==> config.mk <==
export PLATFORM = sky130hd
export DESIGN_NAME = seq_subtractor
export DESIGN_NICKNAME = d
export VERILOG_FILES = /design/src/rtl/alu_pkg.sv /design/src/rtl/digit_adder.sv /design/src/rtl/seq_subtractor.sv
export SDC_FILE = /design/constraint.sdc
export NUM_CORES = 1
export LEC_CHECK = 0
export ABC_AREA = 1
export ABC_CLOCK_PERIOD_IN_PS = 5610
export CAP_MARGIN = 25
export CORE_UTILIZATION = 56
export CTS_BUF_LIST = sky130_fd_sc_hd__clkbuf_16
export DETAILED_ROUTE_END_ITERATION = 16
export GPL_ROUTABILITY_DRIVEN = 0
export PLACE_DENSITY = 0.85
export SKIP_CTS_REPAIR_TIMING = 1
export SLEW_MARGIN = 20
export SYNTH_ARGS = -nofsm -noshare
export SYNTH_HDL_FRONTEND = slang
export SYNTH_SLANG_ARGS = --single-unit
==> constraint.sdc <==
create_clock -name clk -period 5.61 [get_ports clk]
set_input_delay 1.122 -clock clk [delete_from_list [all_inputs] [get_ports clk]]
set_output_delay 1.122 -clock clk [all_outputs]
set_load 0.01 [all_outputs]
==> src/rtl/alu_pkg.sv <==
// Shared ALU datapath package: FSM state encoding and saturation limits.
// Reused by seq_subtractor, comparator and later ALU blocks.
package alu_pkg;

    typedef enum logic [1:0] {
        IDLE = 2'd0,
        RUN  = 2'd1,
        DONE = 2'd2
    } state_t;

    localparam int ALU_W = 16;

    localparam logic [ALU_W-1:0] SAT_POS = {1'b0, {(ALU_W-1){1'b1}}};
    localparam logic [ALU_W-1:0] SAT_NEG = {1'b1, {(ALU_W-1){1'b0}}};

endpackage

==> src/rtl/digit_adder.sv <==
// Combinational W-bit adder with carry-in and carry-out.
// One digit slice of the serial subtractor.
module digit_adder #(
    parameter int W = 4
) (
    input  logic [W-1:0] a,
    input  logic [W-1:0] b,
    input  logic         ci,
    output logic [W-1:0] s,
    output logic         co
);

    assign {co, s} = {1'b0, a} + {1'b0, b} + {{W{1'b0}}, ci};

endmodule

==> src/rtl/seq_subtractor.sv <==
// Digit-serial A - B: one DIGIT_W slice per cycle, start/done handshake.
// Optional macro SEQ_SUB_SAT_EN clamps OUT on signed overflow.
module seq_subtractor
    import alu_pkg::*;
#(
    parameter int WIDTH   = 16,
    parameter int DIGIT_W = 4
) (
    input  logic             clk,
    input  logic             rst,
    input  logic             start,
    input  logic [WIDTH-1:0] A,
    input  logic [WIDTH-1:0] B,
    output logic [WIDTH-1:0] OUT,
    output logic             c,
    output logic             v,
    output logic             busy,
    output logic             done
);

    localparam int N  = WIDTH / DIGIT_W;
    localparam int CW = (N > 1) ? $clog2(N) : 1;

    state_t state, state_n;

    logic [WIDTH-1:0]         ra;
    logic [WIDTH-1:0]         rb;
    logic [WIDTH-DIGIT_W-1:0] acc;
    logic                     cy;
    logic [CW-1:0]            cnt;

    logic [DIGIT_W-1:0] d;
    logic               cy_n;
    logic               last;
    logic               ovf;
    logic [WIDTH-1:0]   res;
    logic [WIDTH-1:0]   res_q;

    digit_adder #(.W(DIGIT_W)) u_add (
        .a  (ra[DIGIT_W-1:0]),
        .b  (rb[DIGIT_W-1:0]),
        .ci (cy),
        .s  (d),
        .co (cy_n)
    );

    assign last = (cnt == CW'(N - 1));
    assign res  = {d, acc};

    // rb holds ~B, so equal addend signs means A and B differ in sign.
    assign ovf = (ra[DIGIT_W-1] == rb[DIGIT_W-1]) &&
                 (d[DIGIT_W-1] != ra[DIGIT_W-1]);

`ifdef SEQ_SUB_SAT_EN
    localparam logic [WIDTH-1:0] SAT_P = {1'b0, {(WIDTH-1){1'b1}}};
    localparam logic [WIDTH-1:0] SAT_N = {1'b1, {(WIDTH-1){1'b0}}};

    // Clamp toward the sign of A when the final digit overflows.
    always_comb begin
        res_q = res;
        if (ovf)
            res_q = ra[DIGIT_W-1] ? SAT_N : SAT_P;
    end
`else
    assign res_q = res;
`endif

    // State register.
    always_ff @(posedge clk or posedge rst) begin
        if (rst)
            state <= IDLE;
        else
            state <= state_n;
    end

    // Next-state logic.
    always_comb begin
        state_n = state;
        unique case (state)
            IDLE:    if (start) state_n = RUN;
            RUN:     if (last)  state_n = DONE;
            DONE:    state_n = IDLE;
            default: state_n = IDLE;
        endcase
    end

    // Status outputs decoded from the state register only.
    always_comb begin
        busy = (state == RUN);
        done = (state == DONE);
    end

    // Operand shift registers, digit accumulator and result registers.
    always_ff @(posedge clk or posedge rst) begin
        if (rst) begin
            ra  <= '0;
            rb  <= '0;
            acc <= '0;
            cy  <= 1'b0;
            cnt <= '0;
            OUT <= '0;
            c   <= 1'b0;
            v   <= 1'b0;
        end else if (state == IDLE) begin
            if (start) begin
                ra  <= A;
                rb  <= ~B;
                cy  <= 1'b1;
                cnt <= '0;
            end
        end else if (state == RUN) begin
            ra  <= ra >> DIGIT_W;
            rb  <= rb >> DIGIT_W;
            acc <= res[WIDTH-1:DIGIT_W];
            cy  <= cy_n;
            cnt <= cnt + CW'(1);
            if (last) begin
                OUT <= res_q;
                c   <= cy_n;
                v   <= ovf;
            end
        end
    end

endmodule
After elaboration in Yosys (flattened, before gate mapping):

Cells that the tools add are included.

* reduce and logical (&&, ||, !) cells: 7
* $mul: 0
* $lt $le $gt $ge: 0
* shift-type cells: 0
* div/mod/pow operators: 0
* multiplexer cells: 15
* add/subtract/negate cells: 3
* bitwise gates (word level): 2
* eq/ne operators: 7

Operators by type and width (number)
* 2-to-1 mux 16 bit: 6
* NOT 16 bit: 1
* 2-to-1 mux 2 bit: 5
* AND reduction 2 bit: 3
* adder 4 x 4 -> 5 bit: 1
* adder 5 x 1 -> 5 bit: 1
* equality test 2 bit (second input constant): 2
* case mux 2 bit (2 select lines): 1
* 2-to-1 mux 1 bit: 3
* AND reduction 3 bit: 1
* adder 2 x 1 -> 2 bit (second input constant): 1
* equality test 2 x 1 -> 1 bit (second input constant): 1
* logical NOT 2 bit: 1
* inequality test 2 x 1 -> 1 bit (second input constant): 1
* inequality test 2 bit (second input constant): 1
* nonzero test 2 bit: 1
* equality test 1 bit: 1
* logical AND 1 bit: 1
* inequality test 1 bit: 1
* NOT 1 bit: 1

* bits in registers: 67
* memory bits (writable): 0
* memories: 0
* latch bits: 0
* output and inout port bits: 20
* ROM bits: 0

Depth between registers and ports, before layout:

Gate-level depths: netlist of the first run.

* depth after elaboration: 4
* gate-level depth with buffers: 8
* gate-level depth less buffers: 7

Cells and area by module:

A second synthesis of the first run with hierarchy kept.

* cell total of the unflattened synthesis: 377
* area total of the unflattened synthesis: 3098.0 µm²

By module, submodules not included
* seq_subtractor: seq. area each 1676.6 µm², cells an instance 352, times used 1, area each 2932.8 µm²
* digit_adder: seq. area each 0.0 µm², cells an instance 25, times used 1, area each 165.2 µm²

Worst setup path after synthesis of the first run:

OpenSTA, ideal clock, no wires.

* kind: register to output
* start: register state[1]
* end: output busy
* setup slack: 3.596 ns
* required time: 4.488 ns
* stages on the path, launching flop included: 6
* arrival: 0.892 ns
* cells stage by stage: dfrtp_1 -> inv_1 -> nand2_2 -> buf_6 -> inv_1 -> buf_4

* word-level cells in the longest chain between the ends: 1

Ends and longest elaborated chain
* from (decl): line seq_subtractor.sv:24 `state_t state, state_n;`
* from (signal assigned): line seq_subtractor.sv:73 `state <= state_n;`
* equality test 2 x 1 -> 1 bit: line seq_subtractor.sv:89 `busy = (state == RUN);`
* to (decl): line seq_subtractor.sv:17 `output logic busy,`

No other way between the ends.

Worst setup path in the final report of the first run:

* start: register state[0]
* end: output busy

The elaborated chain is that of the path after synthesis.

==> impl_metrics.json, run 1 <==
{
  "pwr-share-clk_pct": 20.6,
  "switchingPower_w": 0.0008992,
  "place_hpwl_mm": 4.101,
  "ios": 55,
  "worst_clock_skew_ns": 0.007191,
  "syn_nets": 360,
  "vias": 2367,
  "core_um2": 4880,
  "final_cells": 443,
  "netlist_instances": 319,
  "hold_path.class": "flop to flop",
  "clkSinkCount": 67,
  "worstPathCellList": "nand2_2, inv_1, clkdlybuf4s50_1",
  "rsz0062_at_grt": "false",
  "grt_antenna_before_repair": 0,
  "ir_worst_vdd_mv": 0.2938,
  "worst_pin_slew_ns": 0.8170,
  "period_share_pct": 61.79,
  "fin_crit_ns": 3.466,
  "drv_slew": 0,
  "syn_to_final_growth_pct": 27.91,
  "wl_mm": 6.095,
  "post-route-drc-count": 0,
  "clock.fmax_mhz": 288.5,
  "clk_latency_ns": 0.33,
  "numCtsBuffers": 9,
  "fin_nets": 413,
  "gr-total-overflow": 0,
  "cpLargestDelayFamily": "buffers and inverters",
  "p_comb_share_pct": 42.1,
  "grt_max_degree": 68,
  "netlist_area_um2": 2928,
  "multiInputGateArea_um2": 1085,
  "h-tree-depth": 3,
  "cts_tree": "yes",
  "slowest_stage": "dfrtp_1",
  "antenna-diode-count": 0,
  "slew_headroom_pct": 45.53,
  "first_pass_iters": 5,
  "tns_ns": 0,
  "power_density_nw_per_um2": 617.7,
  "dieArea_um2": 5521,
  "end_kind": "primary output",
  "syn_area_per_cell_um2": 9.178,
  "start_kind": "flop",
  "final-hold-violation-count": 0,
  "fillers": 338,
  "p_leak_nw": 1.755,
  "ant_nets": 0,
  "rows": 25,
  "pre_cts_ws_ns": 2.511,
  "intPower_w": 0.001414,
  "yosysWarningCount": 0,
  "grt_pass1_wl_mm": 10.32,
  "viasPerCell": 5.343,
  "die_x_um": 74.31,
  "final_cell_mix": "nand2_1 (107), dfrtp_1 (67), clkdlybuf4s50_1 (54)",
  "ys_ff_latch": 67,
  "fp.dieH_um": 74.31,
  "worstPathArrival_ns": 2.34,
  "ff_latch_area_um2": 1677,
  "pwr-share-seq_pct": 37.3,
  "max_stage_delay_ns": 0.65,
  "cts_root_buf": "clkbuf_16",
  "status": "finished clean",
  "cts_max_path_buffers": 2,
  "synth_cell_types": 24,
  "clkTransAtPathRegs_ns": 0.05,
  "crit_type": "flop to primary output",
  "setup_slack_ns": 2.144,
  "drive_gt1_share_pct": 7.447,
  "dp_cells": 427,
  "cp_num_buf_inv": 2,
  "timing.hold.ws_ns": 0.4658,
  "synth-seq-area-share_pct": 57.26,
  "setup_viol": 0,
  "crit_path_max_fanout": 21,
  "routedWlPerCell_um": 13.76,
  "grt_pass1_vias": 2292,
  "r2r_setup_slack_ns": 3.36,
  "initial_utilization_pct": 60.00,
  "grtUsageTotal_pct": 25.42,
  "dr.first_iter.drc_count": 250,
  "cp.required_ns": 4.49,
  "layout_commonest_cell": "nand2_1",
  "cap_violations": 0,
  "io_buffers": 54,
  "swShare_pct": 38.87
}
path summary, 6_finish.rpt:
check | endpoint | depth (start not counted) | startpoint
max | busy | 3 | state[0]
min | OUT[0] | 2 | OUT[0]
max reg2reg | ra[10] | 4 | state[0]
min reg2reg | OUT[0] | 2 | OUT[0]
max in group asynchronous | OUT[6] | 3 | rst
min in group asynchronous | OUT[13] | 3 | rst
cell type report:
type,count,share of cell area [%]
clock buffers,9,6.014
clock inverters,6,0.7016
inverters,20,2.072
multi-input cells,217,28.97
flip-flops and latches,67,44.77
well taps,67,2.239
repair buffers,57,15.24
cell families (layout without fill, tap and decap cells):
group,after synthesis,in the layout,share of synthesized area (%)
AO/OA/AOI/OAI,70,70,14.10
XOR/XNOR,1,1,0.2992
flip-flops,67,67,57.27
adder cells (fa/ha/maj),6,6,3.077
AND/OR/NAND/NOR,140,140,19.36
buffers and inverters,35,92,5.897
cells in the mapped netlist:
| cell | instances | share of area, % |
|---|---|---|
| o21ai_1 | 2 | 0.34 |
| o21a_1 | 1 | 0.26 |
| ha_1 | 4 | 1.7 |
| a21oi_1 | 2 | 0.34 |
| buf_6 | 3 | 1.2 |
| buf_4 | 2 | 0.51 |
| xnor2_1 | 1 | 0.30 |
| o21ai_0 | 45 | 7.7 |
| nand2_2 | 1 | 0.21 |
| a22o_1 | 1 | 0.30 |
| dfrtp_1 | 67 | 57 |
| nand3b_1 | 1 | 0.26 |
| clkbuf_1 | 3 | 0.38 |
| nor2_8 | 1 | 0.68 |
| buf_2 | 7 | 1.2 |
| o211ai_1 | 12 | 3.1 |
| nor3_1 | 1 | 0.17 |
| nand2_1 | 107 | 14 |
| o21ai_2 | 7 | 2.1 |
| inv_1 | 19 | 2.4 |
| fa_1 | 2 | 1.4 |
| nand3_1 | 14 | 2.4 |
| nor2_1 | 15 | 1.9 |
| inv_4 | 1 | 0.21 |
per-layer routing:
layer | track usage (%) | share of wire [%] | vias to the layer above
li1 | - | - | 1153
met1 | 32.52 | 43 | 1115
met2 | 41.01 | 50 | 79
met3 | 4.472 | 4.5 | 20
met4 | 14.88 | 2.7 | 0
met5 | 0 | 0 | -
worst reg2reg max path: cells and delay by family, from the launching register on:
| family | cells | cell delay, ns |
|---|---|---|
| compound gates | 2 | 0.45 |
| flops | 1 | 0.65 |
| simple gates | 2 | 1.06 |
metrics by stage:
| stage | util (%) | cell area, um2 | total power, W |
|---|---|---|---|
| detailed placement | 71.28 | 3478 | 0.001817 |
| global route | 76.74 | 3745 | 0.002496 |
| floorplan | - | 2928 | 0.001512 |
| global placement | 71.28 | 3478 | 0.001768 |
| finish | 76.74 | 3745 | 0.002313 |
| CTS | 76.44 | 3730 | 0.002312 |
power groups by stage:
stage	Sequential [W]	Combinational [W]	Clock, W
2_1_floorplan	0.000851	0.000660	0
3_3_place_gp	0.000852	0.000915	0
3_5_place_dp	0.000864	0.000953	0
4_1_cts	0.000860	0.000970	0.000482
5_1_grt	0.000886	0.00111	0.000505
6_report	0.000862	0.000975	0.000477
state kept, by name, indices dropped and copies added (netlist names):
name / flops
OUT: 16
acc: 12
c: 1
cnt: 2
cy: 1
ra: 16
rb: 16
state: 2
v: 1
Power figures use the tool's default switching activity.
==> inputs of run 2 (changes only) <==
Settings changed: ABC_CLOCK_PERIOD_IN_PS 5610 to 3000, CORE_UTILIZATION 56 to 47, PLACE_DENSITY 0.85 to 0.76.
Clock period 5.61 ns to 3 ns, I/O delays scaled along.
==> impl_metrics.json, run 2 (synthesis results as in run 1) <==
{
  "gr-total-overflow": 0,
  "fin_nets": 418,
  "h-tree-depth": 3,
  "max_stage_delay_ns": 0.61,
  "grt_max_degree": 40,
  "power_density_nw_per_um2": 1141,
  "die_x_um": 80.93,
  "clkTransAtPathRegs_ns": 0.05,
  "core_um2": 5956,
  "fp.dieH_um": 80.93,
  "cp.required_ns": 2.40,
  "drv_slew": 0,
  "start_kind": "flop",
  "syn_to_final_growth_pct": 29.57,
  "fin_crit_ns": 2.488,
  "vias": 2330,
  "final_cells": 457,
  "rsz0062_at_grt": "false",
  "post-route-drc-count": 0,
  "cts_root_buf": "clkbuf_16",
  "crit_path_max_fanout": 12,
  "worst_pin_slew_ns": 0.8104,
  "first_pass_iters": 4,
  "grt_antenna_before_repair": 0,
  "top_regs": "OUT (16), ra (16), rb (16)",
  "io_buffers": 54,
  "routedWlPerCell_um": 13.11,
  "cp_common_cell": "inv_1",
  "antenna-diode-count": 0,
  "ant_nets": 0,
  "place_hpwl_mm": 4.023,
  "clkSinkCount": 67,
  "grt_pass1_vias": 2239,
  "dr.first_iter.drc_count": 99,
  "tns_ns": 0,
  "cts_max_path_buffers": 2,
  "slew_headroom_pct": 45.92,
  "period_share_pct": 82.94,
  "clk_latency_ns": 0.33,
  "fin_util_pct": 63.70,
  "final_cell_mix": "nand2_1 (107), dfrtp_1 (67), clkdlybuf4s50_1 (54)",
  "slowest_stage": "clkdlybuf4s50_1",
  "cp_num_buf_inv": 3,
  "grt_pass1_wl_mm": 10.37,
  "clock.fmax_mhz": 401.9,
  "cap_violations": 0,
  "worstPathCellList": "inv_1, nand2_2, inv_1, clkdlybuf4s50_1",
  "fillers": 496,
  "final-hold-violation-count": 0,
  "dp_cells": 441,
  "status": "finished clean",
  "worst_clock_skew_ns": 0.005668,
  "end_kind": "primary output",
  "viasPerCell": 5.098,
  "worstPathArrival_ns": 1.89,
  "initial_utilization_pct": 49.16,
  "crit_type": "flop to primary output",
  "wl_mm": 5.992,
  "layout_commonest_cell": "nand2_1",
  "cts_tree": "yes",
  "setup_viol": 0,
  "grtUsageTotal_pct": 21.51,
  "hold_path.class": "flop to flop",
  "drive_gt1_share_pct": 9.162,
  "ir_worst_vdd_mv": 0.6101,
  "ios": 55,
  "cpLargestDelayFamily": "buffers and inverters",
  "dieArea_um2": 6549,
  "numCtsBuffers": 9,
  "p_leak_nw": 1.772,
  "rows": 28
}
[run 2: cell types whose count changed in the layout (fill, tap and decap cells not counted)]
cell | previous run | this run
inv_1 | 20 | 18
clkinv_1 | 1 | 2
clkinvlp_4 | 0 | 1
clkinv_2 | 3 | 4
buf_8 | 1 | 0
buf_4 | 2 | 8
[run 2: path summary, 6_finish.rpt]
check	start	to	slack, ns	depth (start not counted)
setup / recovery	state[1]	busy	0.51	4
hold / removal	acc[3]	OUT[3]	0.47	2
setup reg to reg	state[1]	ra[7]	1.08	6
hold reg to reg	acc[3]	OUT[3]	0.47	2
max in group asynchronous	rst	rb[5]	1.60	3
min in group asynchronous	rst	acc[7]	0.74	2
[run 2: per-layer routing]
layer	routed length [um]	share of wire [%]	track usage (%)	vias to the layer above
met5	0	0	0	-
met4	128	2.1	11.79	0
met3	325	5.4	4.719	11
met2	2818	47	33.19	71
met1	2719	45	28.19	1096
li1	-	-	-	1152
[run 2: tightest hold or removal path, delay by kind of cell (launching register included)]
kind	cells	cell delay, ns
flip-flops	1	0.34
AND/OR/NAND/NOR	2	0.11
[run 2: report_power, final]
part	switching, W	total (W)	internal, W
Combinational	0.00105	0.00184	0.000785
Clock	0.000368	0.000913	0.000546
Sequential	0.000239	0.00158	0.00134
[run 2: metrics by stage]
step / cell area (um2) / hold WS, ns / setup WS (ns) / power (W)
final: 3794 / 0.4714 / 0.5117 / 0.004329
after global routing: 3794 / 0.4892 / 0.4044 / 0.004708
after CTS: 3794 / 0.4730 / 0.5170 / 0.004379
after detailed placement: 3533 / 0.4590 / 0.6553 / 0.003438
after global placement: 3533 / 0.4539 / 0.7416 / 0.003361
after floorplan: 2928 / 0.4422 / 0.7168 / 0.002827
[run 2: layout make-up]
class / count / area [um2] / share of cell area, %
inverter: 20 / 77.57 / 2.045
clock buffer: 9 / 225.2 / 5.937
timing repair buffer: 62 / 600.6 / 15.83
clock inverter: 7 / 35.03 / 0.9235
tap: 75 / 93.84 / 2.474
sequential: 67 / 1677 / 44.20
multi-input combinational: 217 / 1085 / 28.59
==> inputs of run 3 (changes only) <==
Settings changed: ABC_CLOCK_PERIOD_IN_PS 3000 to 2100.
Clock period 3 ns to 2.1 ns, I/O delays scaled along.
==> impl_metrics.json, run 3 (synthesis results as in run 1) <==
{
  "rsz0062_at_grt": "false",
  "top_regs": "OUT (16), ra (16), rb (16)",
  "place_hpwl_mm": 4.205,
  "min_delay_path_depth": 2,
  "post-route-drc-count": 0,
  "worstPathCellList": "inv_1, nand2_2, inv_1, clkdlybuf4s50_1",
  "cap_violations": 0,
  "drive_gt1_share_pct": 8.854,
  "final_cells": 459,
  "cts_tree": "yes",
  "rows": 28,
  "grtUsageTotal_pct": 21.48,
  "clk_latency_ns": 0.32,
  "total_power_w": 0.006229,
  "power_density_nw_per_um2": 1631,
  "final-hold-violation-count": 0,
  "status": "finished clean",
  "worstPathArrival_ns": 1.59,
  "ant_nets": 0,
  "crit_type": "flop to primary output",
  "vias": 2394,
  "dr.first_iter.drc_count": 165,
  "first_pass_iters": 5,
  "antenna-diode-count": 0,
  "viasPerCell": 5.216,
  "p_leak_nw": 1.789,
  "r2r-end": "rb[1]",
  "drv_slew": 0,
  "numCtsBuffers": 9,
  "clkTransAtPathRegs_ns": 0.05,
  "layout_commonest_cell": "nand2_1",
  "cp_common_cell": "inv_1",
  "clock.fmax_mhz": 498.2,
  "final_cell_mix": "nand2_1 (107), dfrtp_1 (67), clkdlybuf4s50_1 (54)",
  "end_kind": "primary output",
  "ios": 55,
  "io_buffers": 54,
  "dieArea_um2": 6549,
  "grt_antenna_before_repair": 0,
  "wl_mm": 6.091,
  "design_area_um2": 3819,
  "period_share_pct": 95.59,
  "min-delay-start": "OUT[0]",
  "tns_ns": 0,
  "reg2regPathDepth": 6,
  "worst_clock_skew_ns": 0.006053,
  "fp.dieH_um": 80.93,
  "dp_cells": 443,
  "cts_root_buf": "clkbuf_16",
  "syn_to_final_growth_pct": 30.43,
  "min_to": "OUT[0]",
  "r2r_setup_slack_ns": 0.33,
  "hold_path.class": "flop to flop",
  "worst_pin_slew_ns": 0.6687,
  "start_kind": "flop",
  "grt_pass1_wl_mm": 10.54,
  "crit_path_max_fanout": 4,
  "ir_worst_vdd_mv": 0.8613,
  "die_x_um": 80.93,
  "fin_crit_ns": 2.007,
  "cts_max_path_buffers": 2,
  "grt_pass1_vias": 2306,
  "core_um2": 5956,
  "cp.required_ns": 1.68,
  "setup_viol": 0,
  "cpLargestDelayFamily": "buffers and inverters",
  "h-tree-depth": 3,
  "placed_cell_area_um2": 3565,
  "cp_num_buf_inv": 3,
  "grt_max_degree": 41,
  "clkSinkCount": 67,
  "r2r-start": "state[0]",
  "gr-total-overflow": 0,
  "initial_utilization_pct": 49.16,
  "max_stage_delay_ns": 0.54,
  "slowest_stage": "clkdlybuf4s50_1",
  "fin_nets": 420,
  "routedWlPerCell_um": 13.27,
  "slew_headroom_pct": 55.38
}
==> run 3: cell types whose count changed in the layout (fill, tap and decap cells not counted) <==
cell and change:
clkinv_2 -2, buf_12 +1, buf_4 +1, inv_1 +3
inv_2 -1
==> run 3: final cells by class <==
class,instances,area [um2]
multi-input cells,217,1085
flip-flops and latches,67,1677
fillers,506,2137
clock inverters,7,28.78
inverters,20,81.33
well taps,75,93.84
repair buffers,64,628.1
clock buffers,9,225.2
==> run 3: per-layer routing <==
layer | track usage, % | up-vias | wire length, um
met3 | 3.933 | 16 | 326
met1 | 29.08 | 1117 | 2757
li1 | - | 1162 | -
met2 | 32.69 | 99 | 2839
met4 | 11.61 | 0 | 167
met5 | 0 | - | 0
==> run 3: per-stage QoR <==
stage	setup WS, ns	hold WS, ns	util, %
floorplan	0.5409	0.4422	-
global placement	0.3220	0.4535	59.85
detailed placement	0.2869	0.4591	59.85
CTS	0.1011	0.4735	64.12
global route	0.02722	0.4896	64.12
finish	0.09260	0.4710	64.12
==> run 3: report_power, final <==
part	internal [W]	leakage (nW)	switching, W	total (W)
registers	0.00191	0.829	0.000356	0.00227
logic	0.00115	0.823	0.00153	0.00268
clock network	0.000771	0.138	0.000512	0.00128
total	0.00384	1.79	0.00239	0.00623
==> run 3: worst max-delay path by stage <==
stage	start	to	depth (start not counted)
finish	state[1]	busy	4
global route	state[1]	busy	4
CTS	state[1]	busy	4
detailed placement	start	rb[1]	6
global placement	start	rb[1]	6
floorplan	ra[0]	acc[9]	4
==> run 3: tightest hold or removal path: cells and delay by family, from the launching register on <==
family / cells / cell delay, ns
flip-flops: 1 / 0.34
AND/OR/NAND/NOR: 2 / 0.10
